[src/rtl/pipelined_addsub.sv]
// WIDTH-bit add/subtract as NSTG = WIDTH/SEG ripple segments, one per stage; latency NSTG cycles.
// Backpressure: the whole pipeline holds while the result is valid and not taken; in_ready = advance enable.
module pipelined_addsub #(
  parameter int WIDTH = 16,
  parameter int SEG   = 4
) (
  input  logic             clk,
  input  logic             rst,
  input  logic             in_valid,
  output logic             in_ready,
  input  logic [WIDTH-1:0] A,
  input  logic [WIDTH-1:0] B,
  input  logic             Cin,
  input  logic             sub,
  output logic             out_valid,
  input  logic             out_ready,
  output logic [WIDTH-1:0] S,
  output logic             Cout,
  output logic             V,
  output logic             Z
);

  localparam int NSTG = WIDTH / SEG;

  logic             en;
  logic [WIDTH-1:0] beff;
  logic             c0;

  logic [NSTG-1:0]  vld_q;
  logic [WIDTH-1:0] a_q  [NSTG];
  logic [WIDTH-1:0] b_q  [NSTG];
  logic [WIDTH-1:0] s_q  [NSTG];
  logic             c_q  [NSTG];
  logic             v_q;
  logic             z_q;

  logic [WIDTH-1:0] a_in [NSTG];
  logic [WIDTH-1:0] b_in [NSTG];
  logic [WIDTH-1:0] s_in [NSTG];
  logic             c_in [NSTG];
  logic [SEG:0]     seg  [NSTG];
  logic [WIDTH-1:0] s_n  [NSTG];
  logic             c_n  [NSTG];
  logic             v_n;
  logic             z_n;

  assign en       = !vld_q[NSTG-1] || out_ready;
  assign in_ready = en;

  // Subtraction becomes A + ~B + ~Cin, so every stage is a plain adder.
  assign beff = sub ? ~B : B;
  assign c0   = sub ? ~Cin : Cin;

  // Stage k works on what stage k-1 registered; stage 0 works on the live operands.
  always_comb begin
    a_in[0] = A;
    b_in[0] = beff;
    c_in[0] = c0;
    s_in[0] = '0;
    for (int k = 1; k < NSTG; k++) begin
      a_in[k] = a_q[k-1];
      b_in[k] = b_q[k-1];
      c_in[k] = c_q[k-1];
      s_in[k] = s_q[k-1];
    end
  end

  always_comb begin
    for (int k = 0; k < NSTG; k++) begin
      seg[k] = {1'b0, a_in[k][k*SEG +: SEG]} + {1'b0, b_in[k][k*SEG +: SEG]}
             + {{SEG{1'b0}}, c_in[k]};
      s_n[k] = s_in[k];
      s_n[k][k*SEG +: SEG] = seg[k][SEG-1:0];
      c_n[k] = seg[k][SEG];
    end
  end

  // Like-signed operands giving an opposite-signed sum is exactly carry-in(MSB) ^ carry-out(MSB).
  assign v_n = (a_in[NSTG-1][WIDTH-1] ~^ b_in[NSTG-1][WIDTH-1])
             & (s_n[NSTG-1][WIDTH-1] ^ a_in[NSTG-1][WIDTH-1]);
  assign z_n = ~|s_n[NSTG-1];

  always_ff @(posedge clk) begin
    if (rst) begin
      vld_q <= '0;
      for (int k = 0; k < NSTG; k++) begin
        a_q[k] <= '0;
        b_q[k] <= '0;
        s_q[k] <= '0;
        c_q[k] <= 1'b0;
      end
      v_q <= 1'b0;
      z_q <= 1'b0;
    end else if (en) begin
      vld_q[0] <= in_valid;
      for (int k = 1; k < NSTG; k++) begin
        vld_q[k] <= vld_q[k-1];
      end
      for (int k = 0; k < NSTG; k++) begin
        a_q[k] <= a_in[k];
        b_q[k] <= b_in[k];
        s_q[k] <= s_n[k];
        c_q[k] <= c_n[k];
      end
      v_q <= v_n;
      z_q <= z_n;
    end
  end

  assign out_valid = vld_q[NSTG-1];
  assign S         = s_q[NSTG-1];
  assign Cout      = c_q[NSTG-1];
  assign V         = v_q;
  assign Z         = z_q;

endmodule

[config.mk]
export PLATFORM = sky130hd
export DESIGN_NAME = pipelined_addsub
export DESIGN_NICKNAME = d
export VERILOG_FILES = /design/src/rtl/pipelined_addsub.sv
export SDC_FILE = /design/constraint.sdc
export NUM_CORES = 1
export LEC_CHECK = 0
export BUFFER_PORTS_ARGS = -buffer_cell sky130_fd_sc_hd__buf_2
export CORE_MARGIN = 2
export CORE_UTILIZATION = 57
export DETAILED_ROUTE_END_ITERATION = 7
export PLACE_DENSITY = 0.79
export SLEW_MARGIN = 20
export SYNTH_ARGS = -nofsm -noshare
export SYNTH_HDL_FRONTEND = slang
export SYNTH_SLANG_ARGS = --single-unit
[constraint.sdc]
create_clock -name clk -period 3.9 [get_ports clk]
set_clock_uncertainty 0.2 [all_clocks]
set_input_delay 0.39 -clock clk [delete_from_list [all_inputs] [get_ports clk]]
set_output_delay 0.39 -clock clk [all_outputs]
set_load 0.02 [all_outputs]
==> metrics.md, run 1 <==
| Metric | Value |
|---|---|
| Part of the total power dissipated in combinational logic | 9.5% |
| Sw Ratio | 20.8% |
| Via count of the first global-routing pass | 2,158 |
| Sum Neg Setup Slack | 0 ns |
| Least-Margin Pin Slew | 0.905 ns |
| Die width | 91.1 um |
| Clock-pin slew of the registers on the worst-case setup and hold paths | about 0.080 ns |
| Hold slack final | 0.0883 ns |
| DRC violation total after the first TritonRoute iteration | 91 |
| Hold crit path type | input port to flip-flop |
| CTS max path bufs | 2 |
| Initial standard-cell utilization of the core | 59.4% |
| Syn. warnings | 0 |
| Most instantiated cells after synthesis | 92 x edfxtp_1, 67 x and2_1, 29 x nor2_1 |
| Async SR Flop Fraction | 0% |
| Overflow left after global routing | 0 |
| Final wirelength | 5.73 mm |
| Final design instance area without fill | 4870 um^2 |
| Maximum clock rate | 0.427 GHz |
| Worst setup slack for register-to-register paths | 1.56 ns |
| Multi-input gate area in the final layout | 1310 um^2 |
| Data arrival time at the worst-slack endpoint | 2.39 ns |
| Most frequent cell after synthesis | edfxtp_1 |
| Maximum vdd ir drop | about 0.22 mV |
| GR Util All Layers | 14.6% |
| RD Place Congestion | 0.687 |
| Area share of the largest cell type after synthesis | 63.8% |
| Clk_lat worst skew | 0.34 ns |
| Proportion of power drawn by flip-flops and latches | 60.6% |
| Final net count | 413 |
| Placement Rows | 31 |
| Number of maximum-capacitance violations | 0 |
| Crit Reg-Reg Startpoint | a_q[0][44] |
| Filler cell count | 548 |
| Critical path endpoint category | flip-flop |
| Overall Power | 2.06 mW |
| Period minus WS final | between 2 and 2.5 ns |
| Number of cells produced by synthesis | ~300 |
| Layout overhead on the synthesized area | 12.5% |
| Chip Height | 91.1 um |
| Post-synthesis instance area | 4330 um^2 |
| Avg Synthesized Cell Area | 14.5 um^2 |
| Total nets after synthesis | between 300 and 400 |
| CTS resizes | 0 |
| Proportion of layout cells with a drive suffix above 1 | between 20% and 30% |
| CTS buffer count | 9 |
| Pin count of the biggest net entering global routing | 93 |
| Max-slew violation count | 0 |
| Flip-flop and latch count after synthesis | 98 |
| Die ar. | ~8300 um^2 |
| Standby leakage power | 2.13 nW |
| Destination of the worst hold path | vld_q[0] |
| Reg-to-reg endpoint | Z |
| Origin of the worst min-delay path | in_valid |
| Design internal power | 1.63 mW |
| CTS Root Cell | clkbuf_8 |
| Fraction of the yosys area taken by sequential cells | 66.6% |
| Detail-routed via count per cell | 4.76 |
| Iteration count of the initial detailed-routing pass | 4 |
| First-pass GRT wire length | 9.53 mm |
| CTS hold repair buffers | 0 |
| Final core utilization | 66.8% |
| Post-synthesis cell type count | 32 |
| Number of cell instances on the worst register-to-register path | 7 |
| Routed Antenna Nets | 0 |
| Setup Crit Path Kind | flip-flop to flip-flop |
| Switching pwr | 430 uW |
| Unrepaired setup endpoints after global routing | no |
| Kind of start point of the critical path | flip-flop |
| Endpoints failing setup | 0 |
| DRC errors left | 0 |
| CP required | 3.95 ns |
| Max FO, Critical Path | 2 |
| Share of total power in the clock network | 29.9% |
| Placeable core region | 7290 um^2 |
| Antenna violations before repair | 0 |
| Total vias in the final route | 2,185 |
| Count of antenna diodes in the layout | 0 |
| Number of hold-slack violations in the final timing report | 0 |
| Cell type with the largest total area after synthesis | edfxtp_1 |
| Top cells by area, synth | edfxtp_1 64%, and2_1 9.7%, fa_1 3.7%, ha_1 3.5%, xnor2_1 3.2% |
| Top-level port count | 59 |
| Ys flop type | edfxtp_1 |
| DP Area | between 4000 and 5000 um^2 |
| Area occupied by registers | 2880 um^2 |
| Post-route clock period utilization | 60.0% |
| TritonCTS clock tree | built |
| Status | complete, no violations |
| Detailed placer's ending HPWL | 3.67 mm |
| Slew HR | between 30 and 40% |
| Worst Hold Depth | 3 |
| Power density relative to cell area | 424 nW/um^2 |
| H-tree depth reported by CTS | 3 |
| Post-CTS repair timing setup buffer count | 0 |
| Quantity of I/O buffers inserted on ports | 58 |
| Post-DR wirelength/cell | 12.5 um |
| CTS Sinks | 98 |
| Number of enable-type register cells in the synthesized netlist | 92 |
how the worst max path moves through the flow:
stage	slack, ns	start	end
after global placement	1.26	sub	c_q[0]
after detailed placement	1.22	sub	c_q[0]
after CTS	1.52	a_q[0][44]	Z
after global routing	1.39	a_q[0][44]	Z
final	1.56	a_q[0][44]	Z
after floorplan	0.56	vld_q[3]	a_q[0][10]
metal layers:
metal / GRT usage (%) / up-vias / share of wire (%)
met5: 0 / - / 0
met1: 17.6 / 979 / 42
met2: 25.1 / 67 / 51
met4: 6.82 / 0 / 1.8
li1: - / 1131 / -
met3: 3.24 / 8 / 5.0
stage by stage:
step	setup WS (ns)	cells
floorplan	0.557	298
global placement	1.26	441
detailed placement	1.22	441
CTS	1.52	457
global route	1.39	459
finish	1.56	459
cell type report:
| class | instances | area share (%) |
|---|---|---|
| Clock buffer | 13 | 3.06 |
| Clock inverter | 3 | 0.796 |
| Inverter | 9 | 0.694 |
| Multi-Input combinational cell | 177 | 26.9 |
| Sequential cell | 98 | 59.2 |
| Tap cell | 99 | 2.54 |
| Timing Repair Buffer | 60 | 6.78 |
kinds of logic after synthesis:
kind of cell | Yosys count | synth area share, %
and+or+nand+nor | 111 | 14.7
DFF | 98 | 66.6
xor gates and xnor gates | 25 | 5.06
buffers and inverters | 23 | 3.15
adders and majority gates | 20 | 7.17
AOI/OAI and AO/OA | 18 | 2.66
muxes | 3 | 0.694
sequential cells by signal, indices dropped and copies added (netlist names):
register and flops:
vld_q 4, Z 1, b_q 24, V 1, c_q 4, a_q 24, s_q 40
worst max-delay path: stages (launching register included):
cell and delay (ns):
edfxtp_1 0.33, inv_1 0.05, fa_1 0.46, inv_1 0.09
fa_1 0.42, nor4_1 0.36, nand4_1 0.15, o31ai_1 0.20
cells in the final DEF (no fill, tap or decap), drive strengths merged, types with 3 or more instances in the layout:
| cell type | count |
|---|---|
| a21o | 6 |
| ha | 12 |
| edfxtp | 92 |
| nor2 | 30 |
| and2 | 67 |
| inv | 9 |
| mux2i | 3 |
| fa | 8 |
| clkbuf | 13 |
| buf | 60 |
| a21oi | 8 |
| xor2 | 9 |
| xnor2 | 16 |
| nor2b | 3 |
| dfxtp | 6 |
power groups by stage:
stage	clock [mW]	sequential (mW)	combinational (mW)
floorplan	0	1.28	0.131
global placement	0	1.27	0.188
detailed placement	0	1.28	0.195
CTS	0.627	1.25	0.196
global route	0.666	1.26	0.221
finish	0.617	1.25	0.197
Note: power is estimated with default switching activity, not from simulation.
==> run 2: changes to the inputs <==
CORE_UTILIZATION = 51   (was 57)
PLACE_DENSITY = 0.75   (was 0.79)
clock period = 2.1 ns   (was 3.9 ns; I/O delays follow)
==> metrics.md, run 2 (synthesis gave the netlist of run 1 again) <==
| Metric | Value |
|---|---|
| Initial standard-cell utilization of the core | 52.7% (was 59.4%) |
| Routed Antenna Nets | 0 (unchanged) |
| Top Registers | s_q (40), a_q (24), b_q (24) (unchanged) |
| Total vias in the final route | 2,378 (was 2,185) |
| Slew HR | 71.1% (was 39.7%) |
| GR Util All Layers | 15.1% (was 14.6%) |
| CTS max path bufs | 2 (unchanged) |
| Data arrival time at the worst-slack endpoint | 2.11 ns (was 2.39 ns) |
| Filler cell count | 616 (was 548) |
| Pin count of the biggest net entering global routing | 69 (was 93) |
| Area occupied by registers | 2880 um^2 (unchanged) |
| Detail-routed via count per cell | 4.75 (was 4.76) |
| Number of cell instances on the worst register-to-register path | 7 (unchanged) |
| Number of hold-slack violations in the final timing report | 0 (unchanged) |
| Reg with most FFs | s_q (unchanged) |
| Chip Height | 96.1 um (was 91.1 um) |
| Critical path endpoint category | flip-flop (unchanged) |
| Detailed placer's ending HPWL | 3.97 mm (was 3.67 mm) |
| Unrepaired setup endpoints after global routing | yes (was no) |
| Top-level port count | 59 (unchanged) |
| Most common library cell in the layout ignoring fill and taps | edfxtp_1 (unchanged) |
| Final net count | 449 (was 413) |
| Multi-input gate area in the final layout | 1340 um^2 (was 1310 um^2) |
| Power density relative to cell area | 739 nW/um^2 (was 424 nW/um^2) |
| Antenna violations before repair | 0 (unchanged) |
| Clk_lat worst skew | 0.36 ns (was 0.34 ns) |
| Proportion of layout cells with a drive suffix above 1 | 25.0% (was 21.1%) |
| RD Place Congestion | 0.701 (was 0.687) |
| Final worst-path setup slack | 0.0683 ns (was 1.56 ns) |
| Critical Path Slowest Stage Cell | fa_1 (unchanged) |
| DP Area | 4790 um^2 (was 4640 um^2) |
| Iteration count of the initial detailed-routing pass | 4 (unchanged) |
| Worst path most repeated cell | inv_2 |
| H-tree depth reported by CTS | 3 (unchanged) |
| DP Worst Slack | -0.0512 ns (was 1.22 ns) |
| Hold crit path type | input port to flip-flop (unchanged) |
| Placement Rows | 33 (was 31) |
| Maximum vdd ir drop | 0.427 mV (was 0.218 mV) |
| Kind of start point of the critical path | flip-flop (unchanged) |
| Least-Margin Pin Slew | 0.428 ns (was 0.905 ns) |
| Reg-to-reg endpoint | Z (unchanged) |
| Final wirelength | 6.38 mm (was 5.73 mm) |
| Period minus WS final | 2.03 ns (was 2.34 ns) |
| Status | complete, no violations (unchanged) |
| Setup Crit Path Kind | flip-flop to flip-flop (unchanged) |
| Post-DR wirelength/cell | 12.7 um (was 12.5 um) |
| Quantity of I/O buffers inserted on ports | 58 (unchanged) |
| Die ar. | 9240 um^2 (was 8310 um^2) |
| Endpoints failing setup | 0 (unchanged) |
| Crit Reg-Reg Startpoint | a_q[0][44] (unchanged) |
| Max FO, Critical Path | 2 (unchanged) |
| TritonCTS clock tree | built (unchanged) |
| CTS buffer count | 9 (unchanged) |
| Maximum clock rate | 0.492 GHz (was 0.427 GHz) |
| Most used cells in the layout excluding fill and tap cells | 92 x edfxtp_1, 67 x and2_1, 58 x buf_2 (unchanged) |
| Via count of the first global-routing pass | 2,273 (was 2,158) |
| Clock-pin slew of the registers on the worst-case setup and hold paths | 0.09 ns (was 0.08 ns) |
| Final design instance area without fill | 5250 um^2 (was 4870 um^2) |
| Critical path endpoint | Z (unchanged) |
| Placeable core region | 8220 um^2 (was 7290 um^2) |
| CTS Root Cell | clkbuf_8 (unchanged) |
| DRC errors left | 0 (unchanged) |
| Origin of the worst min-delay path | B[11] (was in_valid) |
| Post-route clock period utilization | 96.7% (was 60.0%) |
| CTS Sinks | 98 (unchanged) |
| CP required | 2.18 ns (was 3.95 ns) |
| DRC violation total after the first TritonRoute iteration | 89 (was 91) |
| Largest stage delay on the critical path | 0.42 ns (was 0.46 ns) |
| Cell chain of the critical path | inv_2 -> fa_2 -> inv_2 -> fa_1 -> nor4_2 -> nand4_1 -> o31ai_1 (was inv_1 -> fa_1 -> inv_1 -> fa_1 -> nor4_1 -> nand4_1 -> o31ai_1) |
| Overflow left after global routing | 0 (unchanged) |
| Max-slew violation count | 0 (unchanged) |
| Flip-flop count of the largest register after layout | 40 (unchanged) |
| Layout overhead on the synthesized area | 21.3% (was 12.5%) |
| Hold slack final | 0.0202 ns (was 0.0883 ns) |
| First-pass GRT wire length | 10.2 mm (was 9.53 mm) |
| Count of antenna diodes in the layout | 0 (unchanged) |
| Worst setup slack for register-to-register paths | 0.07 ns (was 1.56 ns) |
| Die width | 96.1 um (was 91.1 um) |
| Standby leakage power | 2.28 nW (was 2.13 nW) |
| Start point of the critical path | a_q[0][44] (unchanged) |
| Number of maximum-capacitance violations | 0 (unchanged) |
==> run 2: changes by cell type in the layout (fill, tap and decap cells not counted), moves of 2 or more <==
cell,previous run,this run
fa_2,0,5
clkbuf_1,3,0
fa_1,8,3
inv_1,9,7
dlygate4sd3_1,0,26
inv_6,0,2
clkinv_4,0,3
buf_4,0,9
inv_2,0,2
==> run 2: layer usage <==
metal,routed length (um),vias to the layer above,GRT usage [%]
met4,147,0,7.50
li1,-,1202,-
met3,311,9,3.68
met5,0,-,0
met1,2620,1102,18.2
met2,3290,65,25.3
==> run 2: cell type report <==
type | instances | share of cell area [%]
multi-input combinational | 177 | 25.5
inverter | 9 | 0.643
clock buffer | 9 | 2.36
clock inverter | 7 | 1.19
timing repair buffer | 96 | 12.9
tap | 105 | 2.50
sequential | 98 | 54.9
==> run 2: what timing repair did <==
action | 4_1_cts | 5_1_grt
setup buffers | 0 | 0
endpoints found under the hold margin | 28 | 0
hold buffers | 26 | 0
setup endpoints to repair | 2 | 2
resized for setup | 2 | 4
==> run 2: report_power, final <==
group	internal [mW]	total (mW)	switching (mW)
clock	0.453	1.13	0.673
sequential	2.28	2.32	0.0425
combinational	0.224	0.431	0.207
==> run 2: worst min-delay path by stage <==
| stage | end | cells past startpoint | slack [ns] |
|---|---|---|---|
| 3_5_place_dp | vld_q[0] | 3 | 0.26 |
| 5_1_grt | b_q[0][11] | 3 | 0.04 |
| 4_1_cts | b_q[0][11] | 3 | 0.01 |
| 3_3_place_gp | vld_q[0] | 3 | 0.25 |
| 2_1_floorplan | vld_q[0] | 2 | 0.15 |
| 6_report | b_q[0][11] | 3 | 0.02 |
==> run 2: metrics by stage <==
stage          power [mW]  TNS (ns)  utilization [%]  std cells
2_1_floorplan        2.64   -0.0790                -        298
3_3_place_gp         2.74  -0.00842             58.3        459
3_5_place_dp         2.76    -0.147             58.3        459
4_1_cts              3.91         0             63.8        501
5_1_grt              4.07   -0.0871             63.9        501
6_report             3.88         0             63.9        501
==> run 2: worst max-delay path, delay by kind of cell, from the launching register on <==
family	cells	cell delay, ns
and+or+nand+nor	2	0.27
buffers and inverters	2	0.10
AOI/OAI and AO/OA	1	0.21
adders and majority gates	2	0.81
DFF	1	0.35
